**src/rtl/grid_state_manager.sv**
```systemverilog
// grid_state_manager: sole owner and writer of the 8x13 kitchen object grid; a tick-driven scan ages pots.
// Latency: WRITE, CLEAR and scan steps reach object_grid 1 cycle later; READ data and cmd_err_out 1 cycle after accept.
// Backpressure: cmd_ready_out drops while scanning, clearing or holding a pending tick; extra ticks coalesce.
//
// Ports:
//   pixel_clk_in, rst_n_in       sole clock, asynchronous active-low reset
//   tick_in                      one-cycle game-time pulse, requests one full-grid scan
//   cmd_valid_in / cmd_ready_out command handshake; cmd_op_in 0 WRITE, 1 READ, 2 CLEAR, 3 reserved
//   cmd_x_in, cmd_y_in           cell coordinate (x 0..12, y 0..7); cmd_data_in object code for WRITE
//   rd_valid_out, rd_data_out    READ result, one cycle after accept
//   cmd_err_out                  pulse for a bad coordinate or the reserved op
//   burn_event_out               pulse with scan_done_out if any pot caught fire in that scan
//   scan_done_out                pulse in the IDLE cycle after the last scanned cell
//   object_grid                  registered grid, indexed [y][x]
//
// Build option: define GRID_BURN_EN to let cooked pots age into POT_FIRE. Without it cooked pots
// hold, burn_event_out is tied low and BURN_TICKS has no effect.

module grid_state_manager #(
    parameter int COOK_TICKS = 10,
    parameter int BURN_TICKS = 8
) (
    input  logic                  pixel_clk_in,
    input  logic                  rst_n_in,
    input  logic                  tick_in,
    input  logic                  cmd_valid_in,
    output logic                  cmd_ready_out,
    input  logic [1:0]            cmd_op_in,
    input  logic [3:0]            cmd_x_in,
    input  logic [2:0]            cmd_y_in,
    input  logic [3:0]            cmd_data_in,
    output logic                  rd_valid_out,
    output logic [3:0]            rd_data_out,
    output logic                  cmd_err_out,
    output logic                  burn_event_out,
    output logic                  scan_done_out,
    output logic [7:0][12:0][3:0] object_grid
);

    localparam int         NCELL    = 104;
    localparam int         NCOL     = 13;
    localparam logic [6:0] LAST_IDX = 7'd103;

    localparam logic [1:0] OP_WRITE = 2'd0;
    localparam logic [1:0] OP_READ  = 2'd1;
    localparam logic [1:0] OP_CLEAR = 2'd2;
    localparam logic [1:0] OP_RSVD  = 2'd3;

    localparam logic [3:0] OBJ_POT_RAW    = 4'd6;
    localparam logic [3:0] OBJ_POT_COOKED = 4'd7;

`ifdef GRID_BURN_EN
    localparam logic [3:0] OBJ_POT_FIRE = 4'd8;
    localparam int AGE_MAX = (COOK_TICKS > BURN_TICKS) ? COOK_TICKS : BURN_TICKS;
`else
    localparam int AGE_MAX = COOK_TICKS;
`endif
    localparam int AGE_W = $clog2(AGE_MAX + 1);

    localparam logic [AGE_W-1:0] COOK_AGE = AGE_W'(COOK_TICKS);
`ifdef GRID_BURN_EN
    localparam logic [AGE_W-1:0] BURN_AGE = AGE_W'(BURN_TICKS);
`endif

    typedef enum logic [1:0] {
        ST_IDLE  = 2'd0,
        ST_SCAN  = 2'd1,
        ST_CLEAR = 2'd2
    } state_t;

    state_t state_q, state_d;

    // Cells are stored flat in linear order y*13+x, which is exactly the
    // packed layout of object_grid[y][x].
    logic [NCELL-1:0][3:0]       cells_q, cells_d;
    logic [NCELL-1:0][AGE_W-1:0] ages_q,  ages_d;

    logic [6:0] idx_q, idx_d;
    logic       tick_pending_q, tick_pending_d;
    logic       rd_valid_q, rd_valid_d;
    logic [3:0] rd_data_q, rd_data_d;
    logic       cmd_err_q, cmd_err_d;
    logic       scan_done_q, scan_done_d;

    logic             cmd_acc;
    logic             coord_ok;
    logic [6:0]       cmd_lin;
    logic             scan_last;
    logic [3:0]       cur_val;
    logic [AGE_W-1:0] cur_age;
    logic [AGE_W-1:0] age_inc;

    assign coord_ok = (cmd_x_in <= 4'd12);
    assign cmd_lin  = 7'(cmd_y_in) * 7'(NCOL) + 7'(cmd_x_in);
    assign cmd_acc  = cmd_valid_in && cmd_ready_out;

    // Cell under the scan/clear pointer. Ages never reach their threshold
    // while stored, so the increment cannot overflow AGE_W bits.
    assign cur_val = cells_q[idx_q];
    assign cur_age = ages_q[idx_q];
    assign age_inc = cur_age + AGE_W'(1);

    // ------------------------------------------------------------------
    // FSM: state register
    // ------------------------------------------------------------------
    always_ff @(posedge pixel_clk_in or negedge rst_n_in) begin
        if (!rst_n_in) begin
            state_q <= ST_IDLE;
        end else begin
            state_q <= state_d;
        end
    end

    // ------------------------------------------------------------------
    // FSM: next state. A pending tick takes priority over commands; the
    // ready equation already blocks commands while one is pending.
    // ------------------------------------------------------------------
    always_comb begin
        state_d = state_q;
        case (state_q)
            ST_IDLE: begin
                if (tick_pending_q) begin
                    state_d = ST_SCAN;
                end else if (cmd_acc && (cmd_op_in == OP_CLEAR)) begin
                    state_d = ST_CLEAR;
                end
            end
            ST_SCAN: begin
                if (scan_last) state_d = ST_IDLE;
            end
            ST_CLEAR: begin
                if (scan_last) state_d = ST_IDLE;
            end
            default: state_d = ST_IDLE;
        endcase
    end

    // ------------------------------------------------------------------
    // FSM: outputs
    // ------------------------------------------------------------------
    always_comb begin
        cmd_ready_out = (state_q == ST_IDLE) && !tick_pending_q;
        scan_last     = (state_q != ST_IDLE) && (idx_q == LAST_IDX);
    end

    // ------------------------------------------------------------------
    // Burn tracking. The flag is armed fresh at the start of every scan and
    // also folds in a fire on the very last cell so the event is not lost.
    // ------------------------------------------------------------------
`ifdef GRID_BURN_EN
    logic burn_now;
    logic burn_flag_q, burn_flag_d;
    logic burn_event_q, burn_event_d;

    assign burn_now = (state_q == ST_SCAN) && (cur_val == OBJ_POT_COOKED)
                      && (age_inc == BURN_AGE);

    always_comb begin
        burn_flag_d  = burn_flag_q;
        burn_event_d = 1'b0;
        if ((state_q == ST_IDLE) && tick_pending_q) begin
            burn_flag_d = 1'b0;
        end else if (state_q == ST_SCAN) begin
            burn_flag_d = burn_flag_q | burn_now;
            if (scan_last) burn_event_d = burn_flag_q | burn_now;
        end
    end

    always_ff @(posedge pixel_clk_in or negedge rst_n_in) begin
        if (!rst_n_in) begin
            burn_flag_q  <= 1'b0;
            burn_event_q <= 1'b0;
        end else begin
            burn_flag_q  <= burn_flag_d;
            burn_event_q <= burn_event_d;
        end
    end

    assign burn_event_out = burn_event_q;
`else
    // BURN_TICKS only matters for the burn build; keep it referenced.
    logic unused_burn_cfg;
    assign unused_burn_cfg = (BURN_TICKS != 0);
    assign burn_event_out  = 1'b0;
`endif

    // ------------------------------------------------------------------
    // Datapath next state: command execution, clear sweep and scan aging.
    // ------------------------------------------------------------------
    always_comb begin
        cells_d        = cells_q;
        ages_d         = ages_q;
        idx_d          = idx_q;
        tick_pending_d = tick_pending_q;
        rd_valid_d     = 1'b0;
        rd_data_d      = rd_data_q;
        cmd_err_d      = 1'b0;
        scan_done_d    = 1'b0;

        // Ticks arriving while one is already pending are absorbed.
        if (tick_in) tick_pending_d = 1'b1;

        case (state_q)
            ST_IDLE: begin
                idx_d = 7'd0;
                if (tick_pending_q) begin
                    tick_pending_d = 1'b0;
                end else if (cmd_acc) begin
                    case (cmd_op_in)
                        OP_WRITE: begin
                            if (coord_ok) begin
                                cells_d[cmd_lin] = cmd_data_in;
                                ages_d[cmd_lin]  = '0;
                            end else begin
                                cmd_err_d = 1'b1;
                            end
                        end
                        OP_READ: begin
                            rd_valid_d = 1'b1;
                            rd_data_d  = coord_ok ? cells_q[cmd_lin] : 4'd0;
                            cmd_err_d  = !coord_ok;
                        end
                        OP_CLEAR: begin
                            // Sweep starts from index 0 next cycle.
                        end
                        OP_RSVD: begin
                            cmd_err_d = 1'b1;
                        end
                    endcase
                end
            end

            ST_CLEAR: begin
                cells_d[idx_q] = 4'd0;
                ages_d[idx_q]  = '0;
                idx_d          = scan_last ? 7'd0 : idx_q + 7'd1;
            end

            ST_SCAN: begin
                case (cur_val)
                    OBJ_POT_RAW: begin
                        if (age_inc == COOK_AGE) begin
                            cells_d[idx_q] = OBJ_POT_COOKED;
                            ages_d[idx_q]  = '0;
                        end else begin
                            ages_d[idx_q] = age_inc;
                        end
                    end
                    OBJ_POT_COOKED: begin
`ifdef GRID_BURN_EN
                        if (burn_now) begin
                            cells_d[idx_q] = OBJ_POT_FIRE;
                            ages_d[idx_q]  = '0;
                        end else begin
                            ages_d[idx_q] = age_inc;
                        end
`else
                        ages_d[idx_q] = '0;
`endif
                    end
                    default: ages_d[idx_q] = '0;
                endcase
                idx_d       = scan_last ? 7'd0 : idx_q + 7'd1;
                scan_done_d = scan_last;
            end

            default: idx_d = 7'd0;
        endcase
    end

    always_ff @(posedge pixel_clk_in or negedge rst_n_in) begin
        if (!rst_n_in) begin
            cells_q        <= '0;
            ages_q         <= '0;
            idx_q          <= 7'd0;
            tick_pending_q <= 1'b0;
            rd_valid_q     <= 1'b0;
            rd_data_q      <= 4'd0;
            cmd_err_q      <= 1'b0;
            scan_done_q    <= 1'b0;
        end else begin
            cells_q        <= cells_d;
            ages_q         <= ages_d;
            idx_q          <= idx_d;
            tick_pending_q <= tick_pending_d;
            rd_valid_q     <= rd_valid_d;
            rd_data_q      <= rd_data_d;
            cmd_err_q      <= cmd_err_d;
            scan_done_q    <= scan_done_d;
        end
    end

    assign object_grid   = cells_q;
    assign rd_valid_out  = rd_valid_q;
    assign rd_data_out   = rd_data_q;
    assign cmd_err_out   = cmd_err_q;
    assign scan_done_out = scan_done_q;

endmodule

```
**config.mk**
```make
export PLATFORM = sky130hd
export DESIGN_NAME = grid_state_manager
export DESIGN_NICKNAME = d
export VERILOG_FILES = /design/src/rtl/grid_state_manager.sv
export SDC_FILE = /design/constraint.sdc
export NUM_CORES = 2
export LEC_CHECK = 0
export CELL_PAD_IN_SITES_DETAIL_PLACEMENT = 0
export CELL_PAD_IN_SITES_GLOBAL_PLACEMENT = 2
export CORE_MARGIN = 1.5
export CORE_UTILIZATION = 36
export CTS_CLUSTER_SIZE = 14
export DETAILED_ROUTE_END_ITERATION = 12
export GPL_TIMING_DRIVEN = 1
export PLACE_DENSITY_LB_ADDON = 0.05
export SLEW_MARGIN = 20
export SYNTH_ARGS = -nofsm -noshare
export SYNTH_HDL_FRONTEND = slang
export SYNTH_SLANG_ARGS = --single-unit
```
**constraint.sdc**
```tcl
create_clock -name pixel_clk_in -period 4.9 [get_ports pixel_clk_in]
set_input_delay 0.735 -clock pixel_clk_in [delete_from_list [all_inputs] [get_ports pixel_clk_in]]
set_output_delay 0.735 -clock pixel_clk_in [all_outputs]
set_load 0.01 [all_outputs]
```
**Yosys cells after proc, flatten, opt, wreduce, memory -nomap -nowiden**

Index checks and enable logic that the tools add are counted.
W data, S select, Z words.

- Flip-flop bits (word level): 849
- Bits of input ports: 17
- Word-level logic and storage cells: 312

- Add/sub/neg operators: 3
- $mul: 1
- Order comparisons: 5
- Eq/ne operators: 16
- Muxes and demuxes: 46
- Bitwise logic cells: 9
- Reductions and logical operators: 17

Operator list:

| kind | number |
|---|---|
| $mux W416 | 12 |
| $pmux W416 S3 | 2 |
| $and A416 B416 Y416 | 3 |
| $bwmux W416 | 2 |
| $not A416 Y416 | 2 |
| $or A312 B312 Y312 | 1 |
| $and A104 B104 Y104 | 1 |
| $not A104 Y104 | 1 |
| $bmux W4 S7 | 3 |
| $demux W4 S7 | 2 |
| $mux W4 | 6 |
| $lt A7 B8 Y1 const B | 2 |
| $ge A7 B1 Y1 const B | 2 |
| $mux W7 | 2 |
| $mux W1 | 12 |
| $ne A2 B2 Y1 const B | 4 |
| $add A7 B1 Y7 const B | 1 |
| $add A7 B4 Y7 | 1 |
| $eq A7 B7 Y1 const B | 1 |
| $mul A3 B4 Y7 const B | 1 |
| $reduce_and A7 Y1 | 1 |
| $eq A2 B2 Y1 const B | 3 |
| $logic_and A1 B1 Y1 | 6 |
| $mux W2 | 3 |
| 18 further kinds | 23 |

**Logic depth before layout (Yosys ltp)**

- Depth in word-level cells: 13
- Depth in mapped cells: 23
- Depth with buffers taken out: 16

**Least setup slack after synthesis**

OpenSTA, ideal clock, no wires.

- Path type: input to register
- Start: in cmd_y_in[0]
- End: reg with a tool-made name
- Setup time: 0.079 ns
- Arrival: 4.230 ns
- Required time: 4.821 ns
- Slack: 0.590 ns
- Cell stages on the path: 14
- Path buffers: 1
- Path through: ha_1 > fa_1 > ha_1 > a21oi_1 > o21bai_1 > a21oi_1 > xor2_1 > clkbuf_1 > nand2_1 > nor2_1 > a21oi_1 > a211oi_1 > a21boi_0 > a2bb2oi_1

RTL lines:

| item | RTL line | source |
|---|---|---|
| from (decl) | 30 | `input logic [2:0] cmd_y_in,` |

==> results.json <==
{
  "power_leakage_nw": 28.1,
  "finalCritPeriodShare_pct": 102,
  "fin_crit_ps": 5010,
  "ys_ff_latch": 849,
  "r2r_slack_ps": -110,
  "dp.cells": 7969,
  "drive_gt1_share_pct": 20.5,
  "violations": "negative setup slack",
  "clk_path_buf_depth": 3,
  "coreArea_um2": 133000,
  "viasPerCell": 7.11,
  "status": "finished with violations",
  "dr.pass1.iters": 9,
  "fin_nets": 6354,
  "relSlewSlack_pct": 15.4,
  "grt_use_total_pct": 51.1,
  "fin_skew_ps": 81.2,
  "drv_cap": 0,
  "place_ws_ps": -587,
  "yosysUniqueCellTypes": 82,
  "synth-seq-area-share_pct": 44.0,
  "io_pins": 442,
  "fmax_mhz": 199,
  "hpwl_um": 271000,
  "vdd_drop_max_uv": 323,
  "die_w_um": 369,
  "synth_edf_count": 0,
  "clockRootBuffer": "clkbuf_16",
  "hold_viol_final": 0,
  "cp-end-kind": "flip-flop",
  "worst_setup_path_start_kind": "flip-flop",
  "drc": 0,
  "async_reset_ff_share_pct": 100,
  "required_ps": 5490,
  "gp_congestion": 1.09,
  "crit_arrival_ps": 5600,
  "worstHoldPathType": "in -> async",
  "p_sw_mw": 5.86,
  "setup_viol": 39,
  "syn_area_um2": 48300,
  "grt_max_degree": 118,
  "nFillCells": 12700,
  "cts_inserted_buffers": 104,
  "combPwrFrac_pct": 16.1,
  "ant_nets": 0,
  "worst_pin_slew_ps": 1260,
  "p_int_mw": 13.1,
  "crit_type": "reg -> reg",
  "final_cells": 8205,
  "drt_iter0_markers": 10200,
  "final_util_pct": 48.9,
  "holdWs_ps": 32.2,
  "clock_sinks": 849,
  "finalSetupTns_ps": -988,
  "ys.flop_type": "dfrtp_1",
  "rsz0062_at_grt": "no",
  "slew_viol_final": 0,
  "synth.avg_cell_area_um2": 8.96,
  "start_util_pct": 36.2,
  "clkTransAtPathRegs_ps": 60,
  "die_h_um": 369,
  "p_sw_share_pct": 30.9,
  "synth_warnings": 0,
  "grt_pass1_vias": 53100,
  "power_mw": 19.0,
  "placement_rows": 134,
  "clock_latency_ps": 800,
  "postPlaceCellArea_um2": 61100,
  "antenna_found_initial": 37,
  "wl_um": 359000,
  "syn_nets": 5428,
  "portBuffers": 440,
  "clkPwrFrac_pct": 46.1,
  "p_per_area_nw_per_um2": 291,
  "grt-ovfl-total": 0,
  "cts_tree": "yes",
  "grt_pass1_wl_um": 476000,
  "h-tree-depth": 3,
  "cp_max_fo": 21,
  "cts-hold-fix-buffers": 0,
  "pwr-share-seq_pct": 37.9,
  "worst_slack_ps": -113,
  "die_area_um2": 136000,
  "vias": 58300,
  "wl_per_cell_um": 43.8,
  "synth_cells": 5389,
  "synthToLayoutAreaGrowth_pct": 35.0,
  "stdcell_area_um2": 65200
}
synthesized netlist by cell type (all sizes together), types with 12 or more instances:
| cell | n | area share, % |
|---|---|---|
| and3 | 15 | 0.19 |
| nand3 | 75 | 0.78 |
| buf | 128 | 1.6 |
| or2 | 16 | 0.21 |
| mux2i | 92 | 1.9 |
| o21ai | 806 | 8.4 |
| o211ai | 15 | 0.23 |
| dfrtp | 849 | 44 |
| mux2 | 38 | 0.89 |
| o31ai | 12 | 0.19 |
| a21boi | 15 | 0.26 |
| o21bai | 31 | 0.48 |
| nand4 | 20 | 0.26 |
| a211oi | 25 | 0.39 |
| inv | 17 | 0.13 |
| nor2b | 25 | 0.32 |
| a31oi | 137 | 1.8 |
| mux4 | 88 | 4.1 |
| a2bb2oi | 66 | 1.2 |
| a32o | 39 | 0.81 |
| ha | 20 | 0.52 |
| a221oi | 35 | 0.63 |
| a2111oi | 73 | 1.3 |
| o32a | 78 | 1.6 |
| nand2 | 886 | 6.9 |
| clkbuf | 362 | 2.8 |
| and2 | 14 | 0.18 |
| nor3 | 71 | 0.97 |
| a21o | 99 | 1.5 |
| nor4 | 47 | 0.61 |
| o22a | 35 | 0.63 |
| o22ai | 201 | 2.6 |
| a21oi | 497 | 5.2 |
| nand2b | 23 | 0.31 |
| a211o | 60 | 1.1 |
| nor2 | 160 | 1.2 |
| a22o | 23 | 0.42 |
| a22oi | 80 | 1.2 |
critical path, stage by stage (launching register included):
cell,delay [ps]
dfrtp_4,530
buf_12,210
buf_4,190
nand2b_1,180
buf_4,260
o31ai_2,200
a221oi_1,360
buf_4,220
o21ai_0,80
o2bb2ai_1,250
nor4_2,350
and4b_2,400
nand4bb_1,200
buf_12,200
and2_4,180
buf_4,180
buf_12,170
o21ai_0,440
o21ai_0,180
layout make-up:
cell class | count | area [um^2] | share of cell area (%)
multi-input cells | 4033 | 25300 | 38.8
flip-flops and latches | 849 | 21300 | 32.6
repair buffers | 1310 | 12400 | 19.1
clock buffers | 145 | 2990 | 4.58
well taps | 1768 | 2210 | 3.39
clock inverters | 49 | 797 | 1.22
diodes | 34 | 85.1 | 0.131
inverters | 17 | 68.8 | 0.106
worst paths after layout:
path	start	to	depth (start not counted)
min in group pixel_clk_in	ages_q[257]	ages_q[257]	2
worst min-delay path	rst_n_in	ages_q[234]	1
worst max-delay path	idx_q[1]	flip-flop	18
worst min register to register	ages_q[257]	ages_q[257]	2
worst max register to register	idx_q[1]	flip-flop	18
max in group asynchronous	rst_n_in	asynchronous set/reset pin	2
what timing repair did:
item,4_1_cts,5_1_grt
pin swaps,1,5
endpoints found under the setup margin,363,460
gates cloned,0,0
resized for setup,4,31
setup buffers,7,1
power groups by stage:
stage | registers, mW | clock network, mW | logic, mW
2_1_floorplan | 7.26 | 0 | 0.962
3_3_place_gp | 7.30 | 0 | 2.83
3_5_place_dp | 7.30 | 0 | 2.84
4_1_cts | 7.17 | 8.69 | 2.85
5_1_grt | 7.17 | 8.96 | 3.01
6_report | 7.18 | 8.74 | 3.05
routing by layer:
| layer | track usage (%) | wire length (um) | up-vias |
|---|---|---|---|
| met5 | 1.28 | 630 | - |
| li1 | - | - | 22300 |
| met2 | 65.0 | 134000 | 5485 |
| met4 | 25.1 | 22200 | 36 |
| met3 | 28.0 | 61500 | 1110 |
| met1 | 68.3 | 141000 | 29400 |
cells by family after synthesis:
logic type | synth area share (%)
flops | 44.0
fa+ha+maj | 0.601
mux | 6.90
simple gates | 12.8
other cells | 0.00777
compound gates | 30.9
xor+xnor | 0.272
buf+inv | 4.53
placed cells by master (no fill, tap or decap), types with 60 or more instances in the layout:
cell,n
nand2_1,883
dfrtp_1,845
o21ai_0,790
buf_4,748
a21oi_1,496
clkdlybuf4s50_1,439
o22ai_1,200
nor2_1,148
a31oi_1,137
buf_12,120
clkbuf_16,104
a21o_1,98
mux2i_1,91
mux4_2,88
a22oi_1,80
o32a_1,78
nand3_1,73
a2bb2oi_1,66
a2111oi_0,65
a211o_1,60
Power figures use the tool's default switching activity.
